## src/rtl/ptr_pkg.sv

```systemverilog
// Shared definitions for the CPU pointer register: operation codes and
// elaboration-time parameter validation.
package ptr_pkg;

    typedef enum logic [3:0] {
        NOP     = 4'd0,
        LOAD    = 4'd1,
        WR_LANE = 4'd2,
        INC     = 4'd3,
        DEC     = 4'd4,
        ADD_REL = 4'd5,
        ADD_LO  = 4'd6,
        ADD_HI  = 4'd7,
        SAVE    = 4'd8,
        RESTORE = 4'd9
    } ptr_op_e;

    // The relative add always splits at bit 8, so the register must be wider than a byte.
    function automatic bit ptr_cfg_ok(input int width, input int lane);
        return (lane > 0) && (width % lane == 0) && (width >= 2 * lane) && (width > 8);
    endfunction

endpackage

```

## src/rtl/ptr_lo_adder.sv

```systemverilog
// Byte adder for the low part of relative adds; reports the carries out of
// bit 3 (half carry) and bit 7 (carry).
module ptr_lo_adder (
    input  logic [7:0] a_i,
    input  logic [7:0] b_i,
    output logic [7:0] sum_o,
    output logic       h_o,
    output logic       c_o
);

    logic [8:0] full;
    logic [4:0] nib;

    assign full  = {1'b0, a_i} + {1'b0, b_i};
    assign nib   = {1'b0, a_i[3:0]} + {1'b0, b_i[3:0]};
    assign sum_o = full[7:0];
    assign h_o   = nib[4];
    assign c_o   = full[8];

endmodule

```

## src/rtl/ptr_register.sv

```systemverilog
// Parametrised CPU pointer register (PC/SP): loads, lane writes, inc/dec,
// one- or two-cycle signed relative add, shadow copy and one-shot INC inhibit.
module ptr_register
    import ptr_pkg::*;
#(
    parameter int              WIDTH       = 16,
    parameter int              LANE        = 8,
    parameter logic [WIDTH-1:0] RESET_VALUE = '0
) (
    input  logic                            clk,
    input  logic                            reset,
    input  logic                            cpu_en,
    input  ptr_op_e                         op,
    input  logic [WIDTH-1:0]                wdata,
    input  logic [LANE-1:0]                 wdata_lane,
    input  logic [$clog2(WIDTH/LANE)-1:0]   lane_sel,
    input  logic [7:0]                      offset,
    input  logic                            inhibit_arm,
    output logic [WIDTH-1:0]                ptr,
    output logic                            flag_h,
    output logic                            flag_c,
    output logic                            add_pending
);

    localparam int NLANES = WIDTH / LANE;
    localparam int SEL_W  = $clog2(NLANES);
    localparam int HI_W   = WIDTH - 8;

    if (!ptr_cfg_ok(WIDTH, LANE)) begin : g_bad_cfg
        $error("ptr_register: WIDTH must be a multiple of LANE, at least 2*LANE and wider than 8");
    end

    logic [WIDTH-1:0] ptr_q, ptr_d, shadow_q, shadow_d;
    logic             flag_h_q, flag_h_d, flag_c_q, flag_c_d;
    logic             pend_q, pend_d, carry_q, carry_d, sign_q, sign_d;
    logic             inhibit_q, inhibit_d;

    logic [7:0]       lo_sum;
    logic             lo_h, lo_c;

    // Upper part gets the low-byte carry plus the sign extension of the offset.
    function automatic logic [HI_W-1:0] hi_add(input logic [HI_W-1:0] hi,
                                               input logic cin, input logic sgn);
        return hi + HI_W'(cin) + (sgn ? {HI_W{1'b1}} : {HI_W{1'b0}});
    endfunction

    ptr_lo_adder u_lo_adder (
        .a_i   (ptr_q[7:0]),
        .b_i   (offset),
        .sum_o (lo_sum),
        .h_o   (lo_h),
        .c_o   (lo_c)
    );

    always_comb begin
        ptr_d     = ptr_q;
        shadow_d  = shadow_q;
        flag_h_d  = flag_h_q;
        flag_c_d  = flag_c_q;
        pend_d    = pend_q;
        carry_d   = carry_q;
        sign_d    = sign_q;
        inhibit_d = inhibit_q;
        if (cpu_en) begin
            case (op)
                LOAD:    ptr_d = wdata;
                WR_LANE: begin
                    for (int i = 0; i < NLANES; i++) begin
                        if (lane_sel == SEL_W'(i)) ptr_d[i*LANE +: LANE] = wdata_lane;
                    end
                end
                INC: begin
                    if (inhibit_q) inhibit_d = 1'b0;
                    else           ptr_d     = ptr_q + WIDTH'(1);
                end
                DEC:     ptr_d = ptr_q - WIDTH'(1);
                ADD_REL: begin
                    ptr_d    = {hi_add(ptr_q[WIDTH-1:8], lo_c, offset[7]), lo_sum};
                    flag_h_d = lo_h;
                    flag_c_d = lo_c;
                end
                ADD_LO: begin
                    ptr_d[7:0] = lo_sum;
                    flag_h_d   = lo_h;
                    flag_c_d   = lo_c;
                    carry_d    = lo_c;
                    sign_d     = offset[7];
                    pend_d     = 1'b1;
                end
                ADD_HI: begin
                    ptr_d[WIDTH-1:8] = hi_add(ptr_q[WIDTH-1:8], carry_q, sign_q);
                    carry_d          = 1'b0;
                    sign_d           = 1'b0;
                    pend_d           = 1'b0;
                end
                SAVE:    shadow_d = ptr_q;
                RESTORE: ptr_d    = shadow_q;
                default: ;
            endcase
            // Arming wins over a same-cycle clear so the next INC is still suppressed.
            if (inhibit_arm) inhibit_d = 1'b1;
        end
    end

    always_ff @(posedge clk or posedge reset) begin
        if (reset) begin
            ptr_q     <= RESET_VALUE;
            shadow_q  <= RESET_VALUE;
            flag_h_q  <= 1'b0;
            flag_c_q  <= 1'b0;
            pend_q    <= 1'b0;
            carry_q   <= 1'b0;
            sign_q    <= 1'b0;
            inhibit_q <= 1'b0;
        end else begin
            ptr_q     <= ptr_d;
            shadow_q  <= shadow_d;
            flag_h_q  <= flag_h_d;
            flag_c_q  <= flag_c_d;
            pend_q    <= pend_d;
            carry_q   <= carry_d;
            sign_q    <= sign_d;
            inhibit_q <= inhibit_d;
        end
    end

    assign ptr         = ptr_q;
    assign flag_h      = flag_h_q;
    assign flag_c      = flag_c_q;
    assign add_pending = pend_q;

endmodule

```

## config.mk

```make
export PLATFORM = sky130hd
export DESIGN_NAME = ptr_register
export DESIGN_NICKNAME = d
export VERILOG_FILES = /design/src/rtl/ptr_pkg.sv /design/src/rtl/ptr_lo_adder.sv /design/src/rtl/ptr_register.sv
export SDC_FILE = /design/constraint.sdc
export NUM_CORES = 1
export LEC_CHECK = 0
export BUFFER_PORTS_ARGS = -buffer_cell sky130_fd_sc_hd__buf_2
export CAP_MARGIN = 25
export CORE_MARGIN = 2
export CORE_UTILIZATION = 50
export CTS_CLUSTER_DIAMETER = 150
export DETAILED_ROUTE_END_ITERATION = 8
export HOLD_SLACK_MARGIN = 0.1
export PLACE_DENSITY_LB_ADDON = 0.2
export SLEW_MARGIN = 10
export SYNTH_ARGS = -nofsm -noshare
export SYNTH_HDL_FRONTEND = slang
export SYNTH_SLANG_ARGS = --single-unit
export TNS_END_PERCENT = 50
```

## constraint.sdc

```tcl
create_clock -name clk -period 9 [get_ports clk]
set_clock_uncertainty 0.2 [all_clocks]
set_input_delay 1.8 -clock clk [delete_from_list [all_inputs] [get_ports clk]]
set_output_delay 1.8 -clock clk [all_outputs]
set_load 0.02 [all_outputs]
```

==> impl_summary.txt <==
----------------------------------------------------
[Worst setup path]
  Arrival time worst endpoint ... 4.96 ns
  Start-to-end type of the worst setup path ... in -> reg
  Worst reg2reg path depth ... 18
  Launch instance of the worst register-to-register path ... ptr[0]
  End of the worst register-to-register path ... ptr[14]
  Worst Setup Start Kind ... primary input
  Flop-to-flop setup slack ... 5.02 ns
  Peak fanout along the critical path ... 3
  Kind of capture point of the worst setup path ... flip-flop
  Worst path required time ... approximately 9 ns

[Min path]
  Min-Delay Startpoint ... add_pending
  Tightest Hold Check Type ... reg -> reg
  Cells on Worst Hold Path ... 2
  Terminating pin of the worst hold path ... add_pending

[Yosys]
  Cell count after synthesis ... 503
  Synthesized netlist net count ... 571
  Commonest register cell after synthesis ... sky130_fd_sc_hd__dfrtp_1
  Post-synth EDFFs ... 0
  Synth Warn # ... 0
  Mean post-synth cell area ... 7.87 µm²
  Sequential fraction of the synthesis area ... 24.0%
  Cell area after synthesis ... just under 0.004 mm²
  Synthesis-stage register bit count ... 38
  Share of flip-flops with an asynchronous set or reset ... 100%
  Count of unique library cells instantiated by Yosys ... 66

[Layout]
  Growth of design area from synthesis to finish ... 10.3%
  # diodes ... 0
  Number of nets at the end of the flow ... 610
  Non-Filler Instances ... 645
  Share of cells above drive strength 1 ... 16.4%
  Finished Cell Area ... 0.00437 mm²

[Clock tree]
  Max Root-Sink Buffers ... 2
  Number of levels the H-tree was split into ... 2
  Clock transition at the registers of the reported paths ... 0.08 ns
  Number of gates resized after cts ... 0
  Clock buffer count from CTS ... 5
  Clock tree from TritonCTS ... built
  TritonCTS Sinks ... 38
  Clock root buffer master ... sky130_fd_sc_hd__clkbuf_8
  Later-pin clock latency in the skew report ... 0.30 ns
  Hold buffer count at CTS ... 0
  Setup Fix Bufs, Post-CTS ... 0

[STA]
  Final Worst Setup Slack ... 4.02 ns
  Clock period minus final worst setup slack ... around 5 ns
  Worst max-slew margin expressed relative to the limit ... 34.9%
  Aggregate negative setup slack ... 0 ns
  Fin. Hold Viols ... 0
  Post-route clock period utilization ... a little under three fifths
  RSZ-0062 raised after global routing ... false
  Hold Worst Slack ... 0.296 ns
  Maximum operating frequency ... 0.201 GHz
  Number of pins with negative max-slew slack in the final report ... 0
  Slew @ Worst Pin ... between 0.9 and 1 ns
  Endpoints failing setup ... 0

[Placement]
  Cell total after placement ... between 600 and 700
  Area post-placement ... 0.00427 mm²
  HPWL after detailed placement ... approximately 9000 µm
  # port buffers ... 59
  Post-placement worst setup slack ... 3.75 ns
  GPL Wtd Cong ... ~0.97

[Power]
  VDD IR max ... 0.0000971 V
  Leak ... between 1.5 and 2 nW
  Power Density ... 194 mW/mm²

[GRT]
  Pin count of the biggest net entering global routing ... 39
  Number of global-route vias before repair ... ~4000
  Gr usage total ... 29.0%
  First-pass GRT wire length ... 19800 µm
  Antenna violations before repair ... 0
  Global-route congestion overflow total ... 0

[Floorplanning]
  Number of top-level pins ... 60
  Total number of placement rows ... 32
  Initial Util ... 51.5%
  Area of the die ... 0.00864 mm²
  Overall die width ... roughly 93 µm
  Die height ... 93.0 µm
  Placeable core region ... 0.00769 mm²

[Drt]
  DRT antenna net count ... 0
  Via count ... ~4200
  Number of DRC violations after detailed-routing iteration 0 ... 576
  Via count normalized by instance count ... 6.52
  Detailed Routing Iterations Pass 1 ... 6
  DRC viols ... 0
  Final Routed Wirelength ... approximately 12000 µm
  Drt wl/cell ... 18.9 µm

[Flow run]
  Number of max-cap violations ... 0

[Status]
  Outcome ... finished clean

----------------------------------------------------
-- metal layers --
layer	GRT usage, %	up-vias	part of all wire, %
li1	-	1962	-
met1	40.9	1960	44
met2	44.9	246	44
met3	5.94	38	9.5
met4	8.70	0	2.7
met5	0	-	0
-- synth_stat cells (3+ instances only) --
master                      number  area (µm²)
sky130_fd_sc_hd__xnor2_1        15         131
sky130_fd_sc_hd__nor2b_1        16         100
sky130_fd_sc_hd__inv_1          22        82.6
sky130_fd_sc_hd__nand3_1        14        70.1
sky130_fd_sc_hd__o31ai_1         6        45.0
sky130_fd_sc_hd__nand2_1        41         154
sky130_fd_sc_hd__a211oi_1        7        52.6
sky130_fd_sc_hd__ha_1           22         275
sky130_fd_sc_hd__a22o_1          3        26.3
sky130_fd_sc_hd__o211ai_1        5        37.5
sky130_fd_sc_hd__a32oi_1         3        26.3
sky130_fd_sc_hd__nor2_1         28         105
sky130_fd_sc_hd__a2111oi_0       4        35.0
sky130_fd_sc_hd__xor2_1          4        35.0
sky130_fd_sc_hd__clkbuf_1       23        86.3
sky130_fd_sc_hd__a21oi_1        32         160
sky130_fd_sc_hd__mux2_2         11         124
sky130_fd_sc_hd__and2_1          5        31.3
sky130_fd_sc_hd__nor4_1          3        18.8
sky130_fd_sc_hd__nor3_1         19        95.1
sky130_fd_sc_hd__nand2b_1        8        50.1
sky130_fd_sc_hd__fa_1            5         100
sky130_fd_sc_hd__o22ai_1         5        31.3
sky130_fd_sc_hd__a221oi_1        5        43.8
sky130_fd_sc_hd__a31oi_1         7        43.8
sky130_fd_sc_hd__nand4_1         4        25.0
sky130_fd_sc_hd__o221ai_1        3        26.3
sky130_fd_sc_hd__a21o_1         11        82.6
sky130_fd_sc_hd__dfrtp_1        38         951
sky130_fd_sc_hd__or3_1          11        68.8
sky130_fd_sc_hd__mux2i_1         3        30.0
sky130_fd_sc_hd__nand3b_1        3        22.5
sky130_fd_sc_hd__o21ai_0        60         300
sky130_fd_sc_hd__a22oi_1         7        52.6
sky130_fd_sc_hd__o21a_1          7        52.6
-- cells in the final DEF (no fill, tap or decap), drive strengths merged, types with 7 or more instances in the layout --
cell type / n
buf: 62
o21ai: 60
nand2: 41
dfrtp: 38
a21oi: 32
nor2: 28
inv: 22
ha: 22
nor3: 19
nor2b: 16
xnor2: 16
nand3: 14
or3: 12
mux2: 11
a21o: 11
nand2b: 8
a22oi: 7
o21a: 7
a211oi: 7
a31oi: 7
-- power by group --
part           internal [W]  switching (W)
sequential         0.000219      0.0000838
clock             0.0000617      0.0000683
combinational      0.000180       0.000237
total              0.000460       0.000389
-- metrics by stage --
step	utilization (%)	total power [W]
floorplan	-	0.000596
global placement	55.6	0.000702
global route	56.8	0.000913
CTS	56.8	0.000843
finish	56.8	0.000849
detailed placement	55.6	0.000711
-- cell type report --
cell class | count | area, µm²
fill | 733 | 3320
clock buffer | 6 | 82.6
multi-input combinational | 413 | 2790
timing repair buffer | 62 | 318
sequential | 38 | 951
tap | 102 | 128
clock inverter | 2 | 12.5
inverter | 22 | 82.6
-- worst max path at each step --
stage	endpoint	from	slack (ns)	depth (start not counted)
floorplan	ptr[12]	offset[0]	4.19	16
global placement	ptr[14]	offset[0]	3.86	19
detailed placement	ptr[14]	offset[0]	3.75	19
CTS	ptr[14]	offset[0]	4.04	19
global route	ptr[15]	offset[0]	3.76	17
finish	ptr[14]	offset[0]	4.02	19
-- sequential cells by signal, indices dropped and copies added (netlist names) --
name and count:
shadow_q 16, add_pending 1, flag_c 1, flag_h 1, carry_q 1, sign_q 1, ptr 16, inhibit_q 1
-- worst max-delay path, cell delays in order --
cell                       delay, ns
sky130_fd_sc_hd__buf_2          0.08
sky130_fd_sc_hd__ha_1           0.17
sky130_fd_sc_hd__inv_1          0.07
sky130_fd_sc_hd__fa_1           0.41
sky130_fd_sc_hd__nor2b_1        0.11
sky130_fd_sc_hd__o21ai_0        0.11
sky130_fd_sc_hd__a21oi_1        0.20
sky130_fd_sc_hd__o21ai_0        0.15
sky130_fd_sc_hd__a21o_1         0.23
sky130_fd_sc_hd__nand2b_1       0.10
sky130_fd_sc_hd__fa_1           0.21
sky130_fd_sc_hd__inv_1          0.06
sky130_fd_sc_hd__fa_1           0.37
sky130_fd_sc_hd__nor2b_1        0.22
sky130_fd_sc_hd__o31a_1         0.17
sky130_fd_sc_hd__o21ai_0        0.11
sky130_fd_sc_hd__and3_1         0.20
sky130_fd_sc_hd__o21bai_1       0.11
sky130_fd_sc_hd__a31oi_1        0.08
-- kinds of logic after synthesis --
family | after synthesis | share of synthesized area, %
AOI/OAI and AO/OA | 188 | 31.1
xor gates and xnor gates | 20 | 4.62
adders and majority gates | 27 | 9.48
buffers and inverters | 52 | 5.41
DFF | 38 | 24.0
muxes | 14 | 3.89
and+or+nand+nor | 164 | 21.5
Power figures use the tool's default switching activity.
